===== config.mk =====
export PLATFORM = sky130hd
export DESIGN_NAME = keypad_scanner
export DESIGN_NICKNAME = d
export VERILOG_FILES = /design/src/rtl/keypad_pkg.sv /design/src/rtl/keypad_sync_2ff.sv /design/src/rtl/keypad_scanner.sv
export SDC_FILE = /design/constraint.sdc
export NUM_CORES = 1
export LEC_CHECK = 0
export ABC_AREA = 1
export CORE_MARGIN = 2
export CORE_UTILIZATION = 55
export DETAILED_ROUTE_END_ITERATION = 8
export GPL_TIMING_DRIVEN = 0
export PLACE_DENSITY = 0.83
export SLEW_MARGIN = 20
export SYNTH_ARGS = -nofsm -noshare
export SYNTH_HDL_FRONTEND = slang
export SYNTH_HIERARCHICAL = 1
export SYNTH_SLANG_ARGS = --single-unit

===== constraint.sdc =====
create_clock -name clk -period 3 [get_ports clk]
set_input_delay 0.3 -clock clk [delete_from_list [all_inputs] [get_ports clk]]
set_output_delay 0.3 -clock clk [all_outputs]
set_load 0.05 [all_outputs]

===== src/rtl/keypad_pkg.sv =====
// Shared types and constants for the 4x4 matrix keypad scanner.
package keypad_pkg;

    localparam int unsigned NUM_ROWS = 4;
    localparam int unsigned NUM_COLS = 4;

    typedef enum logic [1:0] {
        SCAN,
        DEBOUNCE,
        PRESSED,
        RELEASE
    } state_t;

    localparam logic [3:0] KEY_STAR = 4'hF;
    localparam logic [3:0] KEY_HASH = 4'hE;
    localparam logic [3:0] ROW_INIT = 4'b1110;

    // Key codes indexed [row][col]
    localparam logic [3:0] KEYMAP [NUM_ROWS][NUM_COLS] = '{
        '{4'h1,     4'h2, 4'h3,     4'hA},
        '{4'h4,     4'h5, 4'h6,     4'hB},
        '{4'h7,     4'h8, 4'h9,     4'hC},
        '{KEY_STAR, 4'h0, KEY_HASH, 4'hD}
    };

    // True when exactly one active-low column is asserted
    function automatic logic single_low(input logic [NUM_COLS-1:0] cols);
        return ($countones(~cols) == 1);
    endfunction

endpackage


===== src/rtl/keypad_sync_2ff.sv =====
// Two-flop synchroniser for the asynchronous keypad column inputs.
module sync_2ff #(
    parameter int unsigned WIDTH = 4
) (
    input  logic             clk,
    input  logic             rst_n,
    input  logic [WIDTH-1:0] i_d,
    output logic [WIDTH-1:0] o_q
);

    logic [WIDTH-1:0] r_meta;
    logic [WIDTH-1:0] r_sync;

    // Reset to all-ones so idle (pulled-up) columns read as released
    always_ff @(posedge clk or negedge rst_n) begin
        if (!rst_n) begin
            r_meta <= '1;
            r_sync <= '1;
        end else begin
            r_meta <= i_d;
            r_sync <= r_meta;
        end
    end

    assign o_q = r_sync;

endmodule


===== src/rtl/keypad_scanner.sv =====
// 4x4 keypad front end: row scan, column sync, press/release debounce, key code out.
module keypad_scanner
    import keypad_pkg::*;
#(
    parameter int unsigned SCAN_CYCLES     = 50_000,
    parameter int unsigned DEBOUNCE_CYCLES = 1_000_000
) (
    input  logic       clk,
    input  logic       rst_n,
    input  logic [3:0] col_n,
    output logic [3:0] row_n,
    output logic [3:0] key_code,
    output logic       key_validn
);

    localparam int unsigned DW  = (SCAN_CYCLES > 2)     ? $clog2(SCAN_CYCLES)     : 1;
    localparam int unsigned DBW = (DEBOUNCE_CYCLES > 2) ? $clog2(DEBOUNCE_CYCLES) : 1;
    localparam logic [DW-1:0]  DWELL_LAST = DW'(SCAN_CYCLES - 1);
    localparam logic [DBW-1:0] DEB_LAST   = DBW'(DEBOUNCE_CYCLES - 1);

    state_t          r_state;
    logic [DW-1:0]   r_dwell;
    logic [DBW-1:0]  r_deb;
    logic [3:0]      r_row_n;
    logic [1:0]      r_row_idx;
    logic [1:0]      r_col_idx;
    logic [3:0]      r_col_pat;
    logic [3:0]      r_key_code;
    logic            r_key_validn;

    logic [3:0]      w_col;
    logic [1:0]      w_low_idx;
    logic            w_single;

    sync_2ff #(.WIDTH(4)) u_col_sync (
        .clk   (clk),
        .rst_n (rst_n),
        .i_d   (col_n),
        .o_q   (w_col)
    );

    // Position of the low column; only meaningful when w_single is set
    always_comb begin
        w_low_idx = 2'd0;
        for (int i = 3; i >= 0; i--) begin
            if (!w_col[i]) w_low_idx = 2'(i);
        end
    end

    assign w_single = single_low(w_col);

    always_ff @(posedge clk or negedge rst_n) begin
        if (!rst_n) begin
            r_state      <= SCAN;
            r_dwell      <= '0;
            r_deb        <= '0;
            r_row_n      <= ROW_INIT;
            r_row_idx    <= 2'd0;
            r_col_idx    <= 2'd0;
            r_col_pat    <= 4'hF;
            r_key_code   <= 4'hF;
            r_key_validn <= 1'b1;
        end else begin
            case (r_state)
                SCAN: begin
                    if (r_dwell == DWELL_LAST) begin
                        r_dwell <= '0;
                        if (w_single) begin
                            r_col_pat <= w_col;
                            r_col_idx <= w_low_idx;
                            r_deb     <= '0;
                            r_state   <= DEBOUNCE;
                        end else begin
                            r_row_n   <= {r_row_n[2:0], r_row_n[3]};
                            r_row_idx <= r_row_idx + 2'd1;
                        end
                    end else begin
                        r_dwell <= r_dwell + DW'(1);
                    end
                end
                DEBOUNCE: begin
                    if (w_col != r_col_pat) begin
                        r_state   <= SCAN;
                        r_deb     <= '0;
                        r_dwell   <= '0;
                        r_row_n   <= {r_row_n[2:0], r_row_n[3]};
                        r_row_idx <= r_row_idx + 2'd1;
                    end else if (r_deb == DEB_LAST) begin
                        r_state      <= PRESSED;
                        r_deb        <= '0;
                        r_key_code   <= KEYMAP[r_row_idx][r_col_idx];
                        r_key_validn <= 1'b0;
                    end else begin
                        r_deb <= r_deb + DBW'(1);
                    end
                end
                PRESSED: begin
                    // Only the latched column matters; other keys are ignored
                    if (w_col[r_col_idx]) begin
                        r_state <= RELEASE;
                        r_deb   <= '0;
                    end
                end
                RELEASE: begin
                    if (!w_col[r_col_idx]) begin
                        r_state <= PRESSED;
                        r_deb   <= '0;
                    end else if (r_deb == DEB_LAST) begin
                        r_state      <= SCAN;
                        r_deb        <= '0;
                        r_dwell      <= '0;
                        r_key_validn <= 1'b1;
                        r_row_n      <= {r_row_n[2:0], r_row_n[3]};
                        r_row_idx    <= r_row_idx + 2'd1;
                    end else begin
                        r_deb <= r_deb + DBW'(1);
                    end
                end
                default: r_state <= SCAN;
            endcase
        end
    end

    assign row_n      = r_row_n;
    assign key_code   = r_key_code;
    assign key_validn = r_key_validn;

endmodule

After elaboration in Yosys (flattened, before gate mapping)
Index checks and enable logic that the tools add are counted.
{"block": "word_totals", "reg_bits": 63, "inputBits": 6, "output_inout_bits": 9, "word_cells": 101}
{"block": "op_classes", "n_addsub": 6, "order_cmp": 3, "eq_ne": 18, "n_mux": 49, "bitwise": 4, "n_reduce_logical": 10}
{"operator": "2-to-1 mux 20 bit", "count": 6}
{"operator": "2-to-1 mux 16 bit", "count": 6}
{"operator": "case mux 20 bit (4 select lines)", "count": 1}
{"operator": "case mux 16 bit (3 select lines)", "count": 1}
{"operator": "binary-select mux 16 bit (select 2 bit)", "count": 1}
{"operator": "2-to-1 mux 2 bit", "count": 16}
{"operator": "2-to-1 mux 4 bit", "count": 7}
{"operator": "adder 20 x 1 -> 20 bit (second input constant)", "count": 1}
{"operator": "equality test 20 bit (second input constant)", "count": 1}
{"operator": "inequality test 2 bit (second input constant)", "count": 9}
{"operator": "adder 16 x 1 -> 16 bit (second input constant)", "count": 1}
{"operator": "equality test 16 bit (second input constant)", "count": 1}
{"operator": "case mux 4 bit (3 select lines)", "count": 1}
{"operator": "AND reduction 5 bit", "count": 2}
{"operator": "AND reduction 3 bit", "count": 3}
{"operator": "binary-select mux 4 bit (select 2 bit)", "count": 1}
{"operator": "case mux 2 bit (4 select lines)", "count": 1}
{"operator": ">= comparator 3 bit (second input constant)", "count": 2}
{"operator": "inequality test 3 bit (second input constant)", "count": 2}
{"operator": "inverter 2 -> 3 bit", "count": 2}
{"operator": "case mux 2 bit (3 select lines)", "count": 1}
{"operator": "AND reduction 6 bit", "count": 1}
{"operator": "2-to-1 mux 1 bit", "count": 5}
{"operator": "adder 1 x 1 -> 2 bit", "count": 2}
{"operator": "15 further kinds", "count": 16}

Logic depth before layout (Yosys ltp)
{"block": "depth", "word_depth": 7, "mapped_depth": 16, "mapped_depth_nobuf": 15}

Hierarchy
Netlist, hierarchy kept.
{"mod": "keypad_scanner", "n_inst": 1, "cells_per_inst": 544, "area_each_um2": 3753.6, "seq_area_each_um2": 1391.3}
{"mod": "sync_2ff", "n_inst": 1, "cells_per_inst": 8, "area_each_um2": 210.2, "seq_area_each_um2": 210.2}

Worst setup path before layout
Ideal clock, no wire load.
{"block": "synth_path", "path_kind": "register to register", "start": "register u_col_sync.r_sync[1], in the netlist u_col_sync/o_q[1]", "end": "register r_deb[8]", "setup_time_ns": 0.120, "arrival_ns": 2.250, "required_time_ns": 2.880, "setup_slack_ns": 0.630, "path_stages_with_launch": 15, "path_buffers": 2, "synth_period_minus_slack_ns": 2.370, "path_cell_list": "dfstp_2 -> fa_1 -> inv_1 -> ha_1 -> ha_1 -> nor2_1 -> nand2_1 -> nand2_1 -> inv_1 -> a21oi_2 -> nand2_2 -> buf_6 -> buf_6 -> nor3_2 -> nor2_1"}
{"block": "synth_via", "elab_chain_len": 6, "elab_cells_between_ends": 13, "cone_classes": "add/sub (2); eq/ne (4); mux (5); bitwise (1); reduce/logical (1)"}
{"element": "start, declared", "line": "keypad_sync_2ff.sv:12", "text": "logic [WIDTH-1:0] r_sync;"}
{"element": "start signal, assigned", "line": "keypad_sync_2ff.sv:21", "text": "r_sync <= r_meta;"}
{"element": "inverter 4 bit", "line": "keypad_pkg.sv:28", "text": "return ($countones(~cols) == 1);"}
{"element": "adder 1 x 1 -> 2 bit (not written as such)", "line": "keypad_pkg.sv:28"}
{"element": "adder 2 x 2 -> 3 bit (not written as such)", "line": "keypad_pkg.sv:28"}
{"element": "equality test 3 x 1 -> 1 bit", "line": "keypad_pkg.sv:28"}
{"element": "inequality test 2 bit (no source line)"}
{"element": "AND reduction 3 bit (no source line)"}
{"element": "end signal, assigned", "line": "keypad_scanner.sv:94", "text": "r_deb <= r_deb + DBW'(1);"}
{"element": "end signal, assigned", "line": "keypad_scanner.sv:116", "text": "r_deb <= r_deb + DBW'(1);"}
{"element": "end, declared", "line": "keypad_scanner.sv:23", "text": "logic [DBW-1:0] r_deb;"}
Several ways; a longest one is shown, not always the timed one. The select of a mux whose other input is x is not followed.
A chain may end at the register's enable or synchronous reset.

Final worst setup path
Ends and elaborated chain as after synthesis.

==> metrics.md <==
| Metric | Value |
|---|---|
| Sw Pwr | 0.422 mW |
| Critical path, cell by cell | fa_1, inv_1, ha_1, ha_1, nor2_1, nand2_1, nand2_1, inv_1, a21oi_2, nand2_2, buf_6, buf_6, nor3_2, nor2_1 |
| Final period utilization | 89.1% |
| # setup viols final | 0 |
| CTS Sinks | 63 |
| Die X | 88.9 µm |
| Critical Path Slowest Stage Cell | dfstp_2 |
| H-tree depth | 3 |
| Postcts setup bufs | 0 |
| CTS Buf Count | 9 |
| Worst setup path start | u_col_sync/o_q[1] |
| Gate power share | 3.6% |
| Net Sw Frac | 22.5% |
| Worst R2R Start | u_col_sync/o_q[1] |
| Synth Area in Adders | 3.66% |
| Worst R2R Setup Slack | 0.33 ns |
| Final wirelength | 9.24 mm |
| Final hold vios | 0 |
| CTS tree | built |
| DR iter-0 viols | 310 |
| Final Non-Filler Cells | 680 |
| Ys Warns | 6 |
| Die area | 7900 µm² |
| Max cap viols | 0 |
| Clock Latency Late Sink | 0.35 ns |
| Worst path required time | 3.25 ns |
| Global placement routability congestion | 0.937 |
| PwrDens | 416 nW/µm² |
| Worst setup EP type | flop |
| Cells after Synth | 552 |
| Core area | 6870 µm² |
| RSZ-0062 raised after global routing | no |
| Mapped cell area | 3960 µm² |
| DR vias | 3653 |
| Maximum VDD drop | 0.000448 V |
| Grt total ovfl | 0 |
| Capture point of the worst path | r_deb[8] |
| Vias in the first global route | 3564 |
| CTS root buf | clkbuf_8 |
| Pre-antenna DRT Iters | 5 |
| Largest family of logic cells by synthesized area | simple AND/OR/NAND/NOR gates |
| Hold Startpoint | u_col_sync/r_meta[1] |
| Synth Area in XOR/XNOR | 3.09% |
| IO buf count | 14 |
| Largest net degree at the start of global routing | 34 |
| Post-synthesis compound-gate area fraction | 7.32% |
| Cts repair resizes | 0 |
| Fmax | 374 MHz |
| Tot GR Track Use | 26.3% |
| Initial Utilization | 57.7% |
| Ports | 15 |
| First-pass GRT wire length | 16.1 mm |
| Status | completed |
| Fin Clk Skew | 0.00882 ns |
| Area Overhead vs Synth | 13.8% |
| Ratio of cells with drive above 1 in the final layout | 14.6% |
| Pint | 1.45 mW |
| WP data arrival | 2.92 ns |
| Flop pwr share | 46.1% |
| Placed Cells | 663 |
| Worst reg2reg path depth | 14 |
| DR vias/cell | 5.37 |
| Final ANT Viol Nets | 0 |
| Max incr delay on CP | 0.60 ns |
| Reg clk slew, reported paths | 0.08 ns |
| Rel. slew slack | 66.7% |
| Clock Path Buffers | 2 |
| Drc violations | 0 |
| WL per Instance | 13.6 µm |
| Simple-gate share of the synthesized area | 36.9% |
| Post-CTS Hold Fix Bufs | 1 |
| Tmin final | 2.67 ns |
| Worst hold-check path type | flop to flop |
| Worst Tran Pin Value | 0.498 ns |
| Seq cells post-synth | 63 |
| Synth unique cells | 31 |
| Antenna fix cells | 0 |
| Clk network pwr share | 50.3% |
| Sequential share of the synthesized area | 40.4% |
| Post-synthesis mux area share | 0% |
| Die Y | 88.9 µm |
| Setup CP Type | flop to flop |
| Initial antenna violation count | 0 |
| Leakage | 2.13 nW |
| Fin. max-slew vios | 0 |
| Syn Area/Cell | 7.18 µm² |
| Crit-path max FO | 10 |
| Power, Total | 1.87 mW |
| Row cnt | 30 |
| CP Launch Type | flop |
| Synthesized Nets | 569 |
| Final net count | 596 |
| Detailed Place HPWL | 6.57 mm |
| Worst R2R End | r_deb[8] |
area by class of cell:
cell class                      instances  area (µm²)
Timing Repair Buffer                   16         168
Clock inverter                          5        83.8
Clock buffer                           11         174
Tap cell                               96         120
Sequential cell                        63        1600
Inverter                               71         267
Buffer                                 10        73.8
Fill cell                             578        2360
Multi-Input combinational cell        408        2020
registers in the layout, summed over array words and instances (netlist names):
signal and count:
key_code 4, key_validn 1, r_col_idx 2, r_col_pat 4
r_deb 20, r_dwell 16, r_row_idx 2, r_state 2
row_n 4, u_col_sync/o_q 4, u_col_sync/r_meta 4
cell usage in the layout (no fill, tap or decap), drive strengths merged:
cell type / n
nand2: 171
nor2: 73
inv: 72
nand3: 50
dfrtp: 43
o21ai: 39
dfstp: 20
nand4: 19
xor2: 14
clkdlybuf4s50: 13
nor3: 13
clkbuf: 13
ha: 10
buf: 10
a21oi: 9
nand3b: 2
o22ai: 2
o211ai: 2
o21bai: 2
clkinvlp: 2
bufinv: 2
or2: 1
fa: 1
dlygate4sd3: 1
power by group through the flow:
stage,combinational (mW),clock (mW),sequential (mW)
CTS,0.0687,0.952,0.865
detailed placement,0.0664,0,0.881
global route,0.0782,0.993,0.865
global placement,0.0614,0,0.880
floorplan,0.0318,0,0.879
finish,0.0671,0.942,0.865
critical path: cells and delay by family, from the launching register on:
kind                       cells  cell delay, ns
adders and majority gates      3            0.80
buffers and inverters          4            0.45
and+or+nand+nor                6            0.55
AOI/OAI and AO/OA              1            0.17
DFF                            1            0.60
metal layers:
layer | GRT usage [%] | wire length, µm
met5 | 0 | 0
met3 | 6.19 | 498
met1 | 33.7 | 4050
met2 | 44.6 | 4550
met4 | 7.16 | 144
synth_stat cells (all sizes together):
library cell | n | area (µm²)
nand4 | 19 | 119
nor3 | 13 | 70.1
fa | 1 | 20.0
buf | 8 | 66.3
or2 | 1 | 6.26
nand3 | 50 | 270
dfrtp | 43 | 1080
o22ai | 2 | 12.5
dfstp | 20 | 526
ha | 10 | 125
o21bai | 2 | 15.0
clkbuf | 2 | 7.51
inv | 71 | 267
a21oi | 9 | 52.6
nand2 | 171 | 679
o21ai | 39 | 195
nand3b | 2 | 15.0
o211ai | 2 | 15.0
nor2 | 73 | 304
xor2 | 14 | 123
cell families after synthesis:
logic type | count (synthesis)
simple gates | 329
flops | 63
compound gates | 54
buf+inv | 81
xor+xnor | 14
fa+ha+maj | 11
worst min path at each step:
stage	cells after the start	slack [ns]	end
after floorplan	0	0.004	r_col_idx[0]
after global placement	0	0.35	u_col_sync/o_q[3]
after detailed placement	1	0.27	r_deb[7]
after CTS	1	0.35	u_col_sync/r_meta[3]
after global routing	1	0.35	u_col_sync/r_meta[3]
final	0	0.35	u_col_sync/o_q[1]
through the flow:
step / utilization (%) / hold slack, ns / worst slack, ns / TNS [ns] / cell area [µm²]
after floorplan: - / 0.00441 / 0.630 / 0 / 3960
after detailed placement: 61.7 / 0.266 / 0.395 / 0 / 4240
after CTS: 65.6 / 0.346 / 0.322 / 0 / 4510
after global placement: 61.5 / 0.346 / -0.413 / -17.58 / 4220
final: 65.6 / 0.352 / 0.328 / 0 / 4510
after global routing: 65.6 / 0.346 / 0.150 / 0 / 4510
Power figures use the tool's default switching activity.
